$ cat src/rtl/pb_uart_tx.sv
`default_nettype none
// ============================================================================
//  Module      : pb_uart_tx
//  Description : Push-button to UART transmitter. Each new press on pb[19:0]
//                is encoded as one ASCII byte ('0'-'9', 'A'-'F', 'W'-'Z'),
//                queued in a small FIFO and handed to the board UART through
//                a txdata / txclk / txready handshake.
//
//  Ports
//    hz100     in   1  system clock, all state changes on its rising edge
//    reset     in   1  asynchronous, active-low reset
//    pb        in  20  raw push buttons, asynchronous to hz100
//    txready   in   1  UART can accept a byte
//    txdata    out  8  byte presented to the UART (holds until next load)
//    txclk     out  1  one-cycle load strobe to the UART
//    busy      out  1  FIFO non-empty or transmitter not idle
//    overflow  out  1  sticky, a byte was discarded because the FIFO was full
//    count     out  8  bytes transmitted, modulo 256
//
//  Revision    : 1.0  initial release
// ============================================================================
module pb_uart_tx #(
    parameter int FIFO_DEPTH = 4        // power of two, minimum 2
) (
    input  logic        hz100,
    input  logic        reset,
    input  logic [19:0] pb,
    input  logic        txready,
    output logic [7:0]  txdata,
    output logic        txclk,
    output logic        busy,
    output logic        overflow,
    output logic [7:0]  count
);

    localparam int c_ADDR_W = $clog2(FIFO_DEPTH);
    localparam int c_PTR_W  = c_ADDR_W + 1;
    localparam logic [c_PTR_W-1:0] c_PTR_ONE = c_PTR_W'(1);

    typedef enum logic [1:0] {
        ST_IDLE   = 2'd0,
        ST_LOAD   = 2'd1,
        ST_STROBE = 2'd2,
        ST_GAP    = 2'd3
    } state_t;

    // ------------------------------------------------------------------------
    // Input synchronizer and rising-edge detection
    // ------------------------------------------------------------------------
    logic [19:0] r_s1;
    logic [19:0] r_s2;
    logic [19:0] r_p;
    logic [19:0] w_rise;

    always_ff @(posedge hz100 or negedge reset) begin
        if (!reset) begin
            r_s1 <= '0;
            r_s2 <= '0;
            r_p  <= '0;
        end else begin
            r_s1 <= pb;
            r_s2 <= r_s1;
            r_p  <= r_s2;
        end
    end

    // Clearing p in reset means a button held through reset release shows up
    // as a fresh rise once it has crossed the synchronizer.
    assign w_rise = r_s2 & ~r_p;

    // ------------------------------------------------------------------------
    // Encoder: lowest rising index wins, the rest are silently ignored
    // ------------------------------------------------------------------------
    function automatic logic [7:0] enc_char(input logic [4:0] idx);
        logic [7:0] v_idx;
        v_idx = {3'b000, idx};
        if (idx < 5'd10) begin
            enc_char = 8'h30 + v_idx;
        end else if (idx < 5'd16) begin
            enc_char = 8'h41 + (v_idx - 8'd10);
        end else begin
            enc_char = 8'h57 + (v_idx - 8'd16);
        end
    endfunction

    logic       w_enc_valid;
    logic [7:0] w_enc_byte;

    always_comb begin
        w_enc_valid = |w_rise;
        w_enc_byte  = 8'h00;
        // Scan downward so the last (lowest) set index overwrites the rest.
        for (int i = 19; i >= 0; i--) begin
            if (w_rise[i]) begin
                w_enc_byte = enc_char(5'(i));
            end
        end
    end

    // ------------------------------------------------------------------------
    // Byte FIFO: pointers carry one extra wrap bit to tell full from empty
    // ------------------------------------------------------------------------
    logic [7:0]         r_mem [FIFO_DEPTH];
    logic [c_PTR_W-1:0] r_wr_ptr;
    logic [c_PTR_W-1:0] r_rd_ptr;
    logic               w_empty;
    logic               w_full;
    logic               w_push;
    logic               w_drop;
    logic               w_pop;
    logic [7:0]         w_head;

    assign w_empty = (r_wr_ptr == r_rd_ptr);
    assign w_full  = (r_wr_ptr[c_ADDR_W] != r_rd_ptr[c_ADDR_W]) &&
                     (r_wr_ptr[c_ADDR_W-1:0] == r_rd_ptr[c_ADDR_W-1:0]);

    // A simultaneous pop frees the slot the push needs, so a full FIFO still
    // accepts the new byte in that cycle.
    assign w_push  = w_enc_valid && (!w_full || w_pop);
    assign w_drop  = w_enc_valid && w_full && !w_pop;
    assign w_head  = r_mem[r_rd_ptr[c_ADDR_W-1:0]];

    // Storage needs no reset: entries are only read between push and pop.
    always_ff @(posedge hz100) begin
        if (w_push) begin
            r_mem[r_wr_ptr[c_ADDR_W-1:0]] <= w_enc_byte;
        end
    end

    always_ff @(posedge hz100 or negedge reset) begin
        if (!reset) begin
            r_wr_ptr <= '0;
            r_rd_ptr <= '0;
        end else begin
            if (w_push) begin
                r_wr_ptr <= r_wr_ptr + c_PTR_ONE;
            end
            if (w_pop) begin
                r_rd_ptr <= r_rd_ptr + c_PTR_ONE;
            end
        end
    end

    // ------------------------------------------------------------------------
    // Transmit FSM
    // ------------------------------------------------------------------------
    state_t r_state;
    state_t w_state_nxt;

    always_ff @(posedge hz100 or negedge reset) begin
        if (!reset) begin
            r_state <= ST_IDLE;
        end else begin
            r_state <= w_state_nxt;
        end
    end

    // The pop only ever happens from IDLE with data present, so the FIFO can
    // never be read while empty.
    always_comb begin
        w_state_nxt = r_state;
        w_pop       = 1'b0;
        case (r_state)
            ST_IDLE: begin
                if (!w_empty && txready) begin
                    w_state_nxt = ST_LOAD;
                    w_pop       = 1'b1;
                end
            end
            ST_LOAD:   w_state_nxt = ST_STROBE;
            ST_STROBE: w_state_nxt = ST_GAP;
            // GAP gives the UART a cycle to drop txready before IDLE looks
            // at it again.
            ST_GAP:    w_state_nxt = ST_IDLE;
            default:   w_state_nxt = ST_IDLE;
        endcase
    end

    // ------------------------------------------------------------------------
    // Registered outputs
    // ------------------------------------------------------------------------
    logic [7:0] r_txdata;
    logic       r_txclk;
    logic       r_overflow;
    logic [7:0] r_count;

    always_ff @(posedge hz100 or negedge reset) begin
        if (!reset) begin
            r_txdata   <= 8'h00;
            r_txclk    <= 1'b0;
            r_overflow <= 1'b0;
            r_count    <= 8'h00;
        end else begin
            if (w_pop) begin
                r_txdata <= w_head;
                r_count  <= r_count + 8'd1;
            end
            // txclk is high exactly while the FSM sits in STROBE, one cycle
            // after txdata was loaded.
            r_txclk <= (w_state_nxt == ST_STROBE);
            if (w_drop) begin
                r_overflow <= 1'b1;
            end
        end
    end

    assign txdata   = r_txdata;
    assign txclk    = r_txclk;
    assign overflow = r_overflow;
    assign count    = r_count;
    assign busy     = (r_state != ST_IDLE) || !w_empty;

endmodule
`default_nettype wire

$ cat config.mk
export PLATFORM = sky130hd
export DESIGN_NAME = pb_uart_tx
export DESIGN_NICKNAME = d
export VERILOG_FILES = /design/src/rtl/pb_uart_tx.sv
export SDC_FILE = /design/constraint.sdc
export NUM_CORES = 1
export LEC_CHECK = 0
export ABC_AREA = 1
export BUFFER_PORTS_ARGS = -buffer_cell sky130_fd_sc_hd__buf_2
export CAP_MARGIN = 20
export CORE_MARGIN = 2
export CORE_UTILIZATION = 65
export CTS_BUF_LIST = sky130_fd_sc_hd__clkbuf_4 sky130_fd_sc_hd__clkbuf_8
export DETAILED_ROUTE_END_ITERATION = 6
export PLACE_DENSITY = 0.95
export SLEW_MARGIN = 10
export SYNTH_ARGS = -nofsm -noshare
export SYNTH_HDL_FRONTEND = slang
export SYNTH_SLANG_ARGS = --single-unit
$ cat constraint.sdc
create_clock -name hz100 -period 4.1 [get_ports hz100]
set_input_delay 1.025 -clock hz100 [delete_from_list [all_inputs] [get_ports hz100]]
set_output_delay 1.025 -clock hz100 [all_outputs]
set_load 0.02 [all_outputs]
* After elaboration in Yosys (flattened, before gate mapping)
Memories as Yosys holds them, arrays and structs flattened. A register that Yosys moved wholly into a read port is not among the register bits. Index checks and enable logic that the tools add are counted.
Word-level totals: register bits 78, memory bits (writable) 32, input port bits 23, output and inout port bits 19, logic and storage cells 62, memories kept 1
Memories:
- r_mem | words 4, bits a word 8, rd ports 1, clocked after Yosys merged registers in 1, write ports 1, RTL line 103 | logic [7:0] r_mem [FIFO_DEPTH];
Operators by class: add/sub/neg operators 3, eq/ne operators 7, muxes and demuxes 26, bitwise operators 2, reductions and logical operators 14
Operator list (number):
- $mux 8 | 19
- $and 20x20->20 | 1
- $not 20->20 | 1
- $reduce_or 20->1 | 1
- $add 8x1->8 const B | 1
- $pmux 2 s4 | 1
- $mux 7 | 1
- $add 3x1->3 const B | 2
- $eq 2x2->1 const B | 3
- $logic_and 1x1->1 | 5
- $logic_not 1->1 | 4
- $mux 1 | 4
- $eq 3x3->1 | 1
- $eq 2x1->1 const B | 1
- $eq 2x2->1 | 1
- $logic_not 2->1 | 1
- $logic_or 1x1->1 | 2
- $mux 2 | 1
- $reduce_bool 2->1 | 1
- $ne 1x1->1 | 1

* Depth between registers and ports, before layout
Gate-level depths: netlist (run 1).
depth after elaboration 22, gate-level depth with buffers 18, mapped depth without buffers 18

* Worst setup path after synthesis (run 1)
OpenSTA, ideal clock, no wires.
kind input to register, start point input port txready, end point memory r_mem[0][0] (enable), library setup time 360 ps, arrival time 1786 ps, path slack 1954 ps, stages on the path 6, buffers on the path 0, path through nand2_2 > nor2_4 > inv_2 > nand2_1 > nand2_2 > nor2_1
Between the ends: longest elaborated chain between the ends 7
Ends and longest elaborated chain:
- start: declaration | RTL line 28 | input logic txready,
- $logic_and 1x1->1 | RTL line 165 | if (!w_empty && txready) begin
- $mux 1 | RTL line 165
- $mux 1 | RTL line 163 | case (r_state)
- $logic_or 1x1->1 | RTL line 119 | assign w_push = w_enc_valid && (!w_full || w_pop);
- $logic_and 1x1->1 | RTL line 119
- $mux 1 | RTL line 125 | if (w_push) begin
- $mux 1 (not written as such) | RTL line 126 | r_mem[r_wr_ptr[c_ADDR_W-1:0]] <= w_enc_byte;
- end: declaration | RTL line 103
Every way passes these cells.

* Final worst setup path (run 1)
start point register r_rd_ptr[0], end point output port busy
Between the ends: longest elaborated chain between the ends 3
Ends and longest elaborated chain:
- start: declaration | RTL line 105 | logic [c_PTR_W-1:0] r_rd_ptr;
- start signal: assignment | RTL line 139 | r_rd_ptr <= r_rd_ptr + c_PTR_ONE;
- $eq 3x3->1 | RTL line 113 | assign w_empty = (r_wr_ptr == r_rd_ptr);
- $logic_not 1->1 | RTL line 211 | assign busy = (r_state != ST_IDLE) || !w_empty;
- $logic_or 1x1->1 | RTL line 211
- end: declaration | RTL line 31 | output logic busy,
Every way passes these cells.

==> results by group, run 1 <==
Power
  – Worst vdd ir: 0.0005188 V
  – Power consumption: 3452 uW
  – PD cells: 709.9 mW/mm^2
  – Total leakage power: 0.002345 uW

Die
  – I/O pin total: 42
  – Site Rows: 29
  – Core area: 0.006241 sq mm
  – Die W: 83.82 um
  – Starting Density: 66.36%
  – Die area: 0.007026 sq mm
  – Chip height: 83.82 um

Placed design
  – RD Place Congestion: 0.8799
  – IO Port Bufs: 40
  – Dpl hpwl: 4933 um

Global route
  – All-layer global routing usage: 23.69%
  – Pin count of the biggest net entering global routing: 86
  – Initial antenna violation count: 0
  – Vias in the first global route: 2696
  – First-pass GRT wire length: 12150 um
  – GRT Residual Overflow: 0

Logic synthesis
  – Mapped Cells: 346
  – Post-synthesis mux area share: 0%
  – Mapped Avg Cell Area: 11.97 sq um
  – Fraction of the mapped netlist area in simple logic gates: 13.63%
  – Post-synthesis sequential area ratio: 71.66%
  – Post-synthesis cell area: 0.004141 sq mm
  – FF+latch count, synth: 113
  – Largest family of logic cells by synthesized area: simple AND/OR/NAND/NOR gates
  – Compound-Gate Fraction of Synth Area: 4.079%
  – Synth Area in Adders: 3.021%
  – Syn_nets: 379
  – Post-synthesis xor/xnor area fraction: 2.931%
  – Post-synth cell types: 28
  – Yosys warning count: 0

Worst setup path
  – CP Class: reg2out
  – Worst-path cell chain: inv_2, nand2_1, a21oi_2, nand3_1, buf_2
  – CP peak stage delay: 0.57 ns
  – Worst-path maximum fanout: 18
  – Worst path top cell family by delay: flip-flops
  – Slowest-stage cell, CP: dfrtp_1
  – Startpoint Class: register
  – Crit path buffers/inverters: 2
  – Worst Path Required: 3.07 ns
  – CP endpoint kind: output port
  – Worst Path Arrival: 1.82 ns

STA
  – Setup Skew: 0.01026 ns
  – RSZ-0062 raised after global routing: false
  – Min Hold Slack: 0.3489 ns
  – Fmax: 351.6 MHz
  – Setup TNS: 0 ns
  – Tcrit/Tclk final: 69.37%
  – Final Critical Period: 2.844 ns
  – Final count of hold timing violations: 0
  – Final setup fails: 0
  – Slew margin rel.: 57.28%
  – Final Max Slew Viols: 0
  – Transition time of the tightest slew-check pin: 0.6352 ns

Layout
  – Fin nets: 431
  – Synth-to-Final Area Change: 17.43%
  – Share of post-route cells with drive strength above 1: 20.44%
  – Antenna cells: 0

Clock network
  – Inserted Clock Buffers: 17
  – Post-CTS setup buffer count: 0
  – # resized after CTS: 0
  – Longest Clk Path Bufs: 2
  – Clock Pin Slew Worst Setup and Hold Paths: 0.07 ns
  – Sink Count: 113
  – Clk root buf: clkbuf_8
  – # hold bufs at CTS: 0
  – CTS tree: built
  – Clk Latency, worst-skew pair: 0.42 ns
  – H-Tree Depth: 4

Route
  – DR iter-0 viols: 117
  – Drt drc: 0
  – WL per Instance: 15.23 um
  – Number of vias per cell: 5.217
  – WL final: 7431 um
  – Iteration count of the initial detailed-routing pass: 6
  – Post-route antenna net violation count: 0
  – Via count: 2546

Run
  – Max-capacitance violation count: 0

Worst hold path
  – Worst min path class: reg2reg

Run status
  – Status: complete, no violations
final cells by class:
class | count | area (sq um)
flip-flops and latches | 113 | 2968
inverters | 39 | 146.4
fillers | 361 | 1378
repair buffers | 41 | 230.2
well taps | 77 | 96.34
clock inverters | 15 | 205.2
clock buffers | 17 | 234.0
multi-input cells | 186 | 983.4
power breakdown:
part	total, uW	switching, uW	internal, uW
Combinational	747	493	254
Sequential	1570	157	1410
Clock	1140	466	669
cell usage after synthesis, drive strengths merged:
cell type | n | area (sq um)
edfxtp | 28 | 840.8
buf | 5 | 32.53
nand2 | 81 | 311.5
a31oi | 2 | 12.51
nor2 | 46 | 182.7
a21boi | 1 | 7.510
nand4 | 1 | 6.260
ha | 10 | 125.1
o32ai | 7 | 61.31
clkbuf | 3 | 11.26
inv | 39 | 146.4
a21oi | 5 | 28.78
conb | 1 | 3.750
nor4b | 1 | 23.77
xnor2 | 6 | 52.55
dfrtp | 85 | 2127
xor2 | 7 | 68.82
o21ai | 10 | 50.05
nand3 | 7 | 40.04
a31o | 1 | 8.760
worst reg2reg max path: stages, from the launching register on:
cell and delay, ns:
dfrtp_1 0.66, inv_2 0.22, nand2_1 0.13, a21oi_2 0.08, nand2_2 0.07, nand2_2 0.07, nor2_4 0.28, inv_2 0.19
nand2_1 0.12, nand2_2 0.12, nor2_1 0.47
layout by cell type (no fill, tap or decap), types with 2 or more instances in the layout:
cell type	count
inv_4	2
inv_2	2
nand2_2	3
dfrtp_1	85
a31oi_1	2
inv_6	3
nand2_1	78
edfxtp_1	28
buf_2	39
o21ai_0	10
o32ai_1	7
xor2_1	6
clkinvlp_4	2
xnor2_1	6
a21oi_1	4
nand3_1	6
ha_1	10
inv_1	37
clkbuf_8	17
nor2_1	44
bufinv_16	4
clkinv_4	3
metal layers:
metal	part of all wire, %	vias to the layer above	wire length [um]	GRT usage, %
li1	-	1199	-	-
met3	5.4	23	401	9.001
met2	53	101	3969	41.09
met5	0	-	0	0
met1	37	1223	2769	24.11
met4	3.9	0	290	14.08
through the flow:
step           instances  cell area (sq um)  setup WS (ns)  util (%)
2_1_floorplan        346               4141          1.954         -
3_5_place_dp         455               4397          1.351     70.45
5_1_grt              488               4863          1.032     77.93
4_1_cts              487               4836          1.213     77.49
3_3_place_gp         455               4397          1.459     70.45
6_report             488               4863          1.256     77.93
registers in the layout, summed over array words and instances, names as in the netlist:
| signal | flops |
|---|---|
| count | 8 |
| overflow | 1 |
| r_mem | 28 |
| r_p | 20 |
| r_rd_ptr | 3 |
| r_s1 | 20 |
| r_s2 | 20 |
| r_state | 2 |
| r_wr_ptr | 3 |
| txclk | 1 |
| txdata | 7 |
cell families after synthesis:
kind of cell               Yosys count
buffers and inverters               47
DFF                                113
AOI/OAI and AO/OA                   26
other                                1
xor gates and xnor gates            13
adders and majority gates           10
and+or+nand+nor                    136
final timing paths:
check	slack, ns	cells after the start	from	endpoint
worst max-delay path	1.26	5	r_rd_ptr[0]	busy
worst min-delay path	0.35	0	r_s1[16]	r_s2[16]
worst max register to register	1.33	10	r_rd_ptr[0]	r_mem[1][1]
worst min register to register	0.35	0	r_s1[16]	r_s2[16]
max in group asynchronous	3.02	2	reset	r_p[10]
min in group asynchronous	0.50	1	reset	count[7]
Note: power is estimated with default switching activity, not from simulation.
==> run 2: changes to the inputs <==
- CORE_UTILIZATION: 65 -> 60
- PLACE_DENSITY: 0.95 -> 0.92
- clock period: 4.1 -> 2.8 ns (I/O delays scaled with it)
==> run 2 against run 1 <==
Non-clock buffer count is 2 higher. Die area is 7.9% higher. Sequential power is 45% higher. Cell area is 1.4% lower. Worst hold slack worse by 0.19 ns. First-iteration DRC count is 25% lower. Register-to-register slack worse by 0.78 ns. Via count is 1.7% lower. Global-route usage is 3.7 points lower. Utilization is 6.6 points lower. Largest power group unchanged. Clock-buffer cell count is 2 higher. Setup slack worse by 0.82 ns.
==> results by group, run 2 (synthesized netlist as in run 1, its figures left out) <==
Die
  – Chip height: 87.08 um
  – Site Rows: 30
  – Die area: 0.007583 sq mm
  – Die W: 87.08 um
  – Core area: 0.006719 sq mm
  – I/O pin total: 42
  – Starting Density: 61.64%

Placed design
  – RD Place Congestion: 0.8396
  – Area after DPL: 0.004436 sq mm
  – IO Port Bufs: 40
  – Post-place setup slack: 0.5284 ns
  – Dpl hpwl: 4754 um

STA
  – Final Max Slew Viols: 0
  – Tcrit/Tclk final: 84.29%
  – Fmax: 423.7 MHz
  – Final worst setup slack: 0.4400 ns
  – Min Hold Slack: 0.1573 ns
  – Final setup fails: 0
  – Setup Skew: 0.008298 ns
  – RSZ-0062 raised after global routing: false
  – Transition time of the tightest slew-check pin: 0.6391 ns
  – Final Critical Period: 2.360 ns
  – Final count of hold timing violations: 0
  – Setup TNS: 0 ns
  – Slew margin rel.: 57.01%

Clock network
  – # resized after CTS: 0
  – Sink Count: 113
  – Post-CTS setup buffer count: 0
  – # hold bufs at CTS: 0
  – H-Tree Depth: 4
  – Clk root buf: clkbuf_8
  – Longest Clk Path Bufs: 2
  – Clock Pin Slew Worst Setup and Hold Paths: 0.07 ns
  – Clk Latency, worst-skew pair: 0.41 ns
  – CTS tree: built
  – Inserted Clock Buffers: 17

Power
  – Worst vdd ir: 0.0004821 V
  – Flop pwr share: 47.6%
  – Clock share of power: 28.7%
  – Switch share: 33.37%
  – PD cells: 994.2 mW/mm^2
  – Total leakage power: 0.002322 uW
  – Combinational Power Share: 23.7%
  – Net Sw Power: 1591 uW
  – Internal: 3176 uW

Layout
  – Fin nets: 433
  – Final core occ: 71.36%
  – Synth-to-Final Area Change: 15.77%
  – Fin area: 0.004795 sq mm
  – Share of post-route cells with drive strength above 1: 20.63%
  – Largest register FFs: 28
  – # fillers: 435
  – Most common cell after layout, fill and taps aside: dfrtp_1
  – Antenna cells: 0
  – Most frequent cells in the layout: dfrtp_1, nand2_1, nor2_1

Global route
  – All-layer global routing usage: 19.99%
  – Initial antenna violation count: 0
  – First-pass GRT wire length: 11240 um
  – Pin count of the biggest net entering global routing: 66
  – GRT Residual Overflow: 0
  – Vias in the first global route: 2569

Route
  – Drt drc: 0
  – WL final: 6727 um
  – Iteration count of the initial detailed-routing pass: 4
  – Post-route antenna net violation count: 0
  – DR iter-0 viols: 88
  – Number of vias per cell: 5.087
  – WL per Instance: 13.67 um
  – Via count: 2503

Worst setup path
  – CP peak stage delay: 0.56 ns
  – CP Class: reg2out
  – Startpoint Class: register
  – Worst-path cell chain: xor2_2, a21oi_2, nand3_1, buf_2
  – Worst-path maximum fanout: 17
  – CP endpoint kind: output port
  – Worst Path Arrival: 1.66 ns
  – Slowest-stage cell, CP: dfrtp_1
  – Worst Path Required: 2.10 ns

Run status
  – Status: complete, no violations

Run
  – Max-capacitance violation count: 0

Worst hold path
  – Worst min path class: in2async
==> run 2: cell count changes in the layout (fill, tap and decap cells not counted), sizes merged <==
cell and change:
bufinv -3, buf +2, clkbuf +2, clkinv +2, clkinvlp -1, inv -1
==> run 2: final timing paths <==
| check | start | end | slack [ns] | cells after the start |
|---|---|---|---|---|
| hold reg to reg | r_s1[19] | r_s2[19] | 0.35 | 0 |
| min in group hz100 | r_s1[19] | r_s2[19] | 0.35 | 0 |
| setup / recovery | r_rd_ptr[1] | busy | 0.44 | 4 |
| hold / removal | reset | count[7] | 0.16 | 1 |
| max in group asynchronous | reset | r_p[5] | 2.04 | 2 |
| setup reg to reg | r_rd_ptr[1] | r_mem[0][6] | 0.55 | 9 |
==> run 2: power by group through the flow <==
stage / combinational [uW] / clock (uW) / sequential, uW
finish: 1130 / 1370 / 2270
global route: 1290 / 1470 / 2310
CTS: 1140 / 1390 / 2270
detailed placement: 1130 / 0 / 2300
global placement: 1090 / 0 / 2280
floorplan: 756 / 0 / 2330
==> run 2: layer usage <==
layer / vias to the layer above / wire length (um) / global-route usage (%)
met2: 83 / 3468 / 33.24
met5: - / 0 / 0
met3: 19 / 347 / 6.351
li1: 1199 / - / -
met4: 0 / 182 / 11.22
met1: 1202 / 2728 / 22.86
==> run 2: per-stage QoR <==
stage               total power (uW)  cells
global placement                3370    461
detailed placement              3434    461
CTS                             4803    492
floorplan                       3089    346
finish                          4767    492
global route                    5067    492
==> run 2: final cells by class <==
type	count	area (sq um)	area share (%)
Clock inverter	12	110.1	2.296
Clock buffer	19	249.0	5.193
Multi-Input combinational cell	186	983.4	20.51
Sequential cell	113	2968	61.90
Timing Repair Buffer	43	237.7	4.958
Inverter	39	146.4	3.053
Tap cell	80	100.1	2.088
==> run 2: critical path: cells and delay by family (launching register included) <==
kind,cells,cell delay (ns)
DFF,1,0.56
buffers and inverters,1,0.17
and+or+nand+nor,1,0.10
AOI/OAI and AO/OA,1,0.19
xor gates and xnor gates,1,0.23
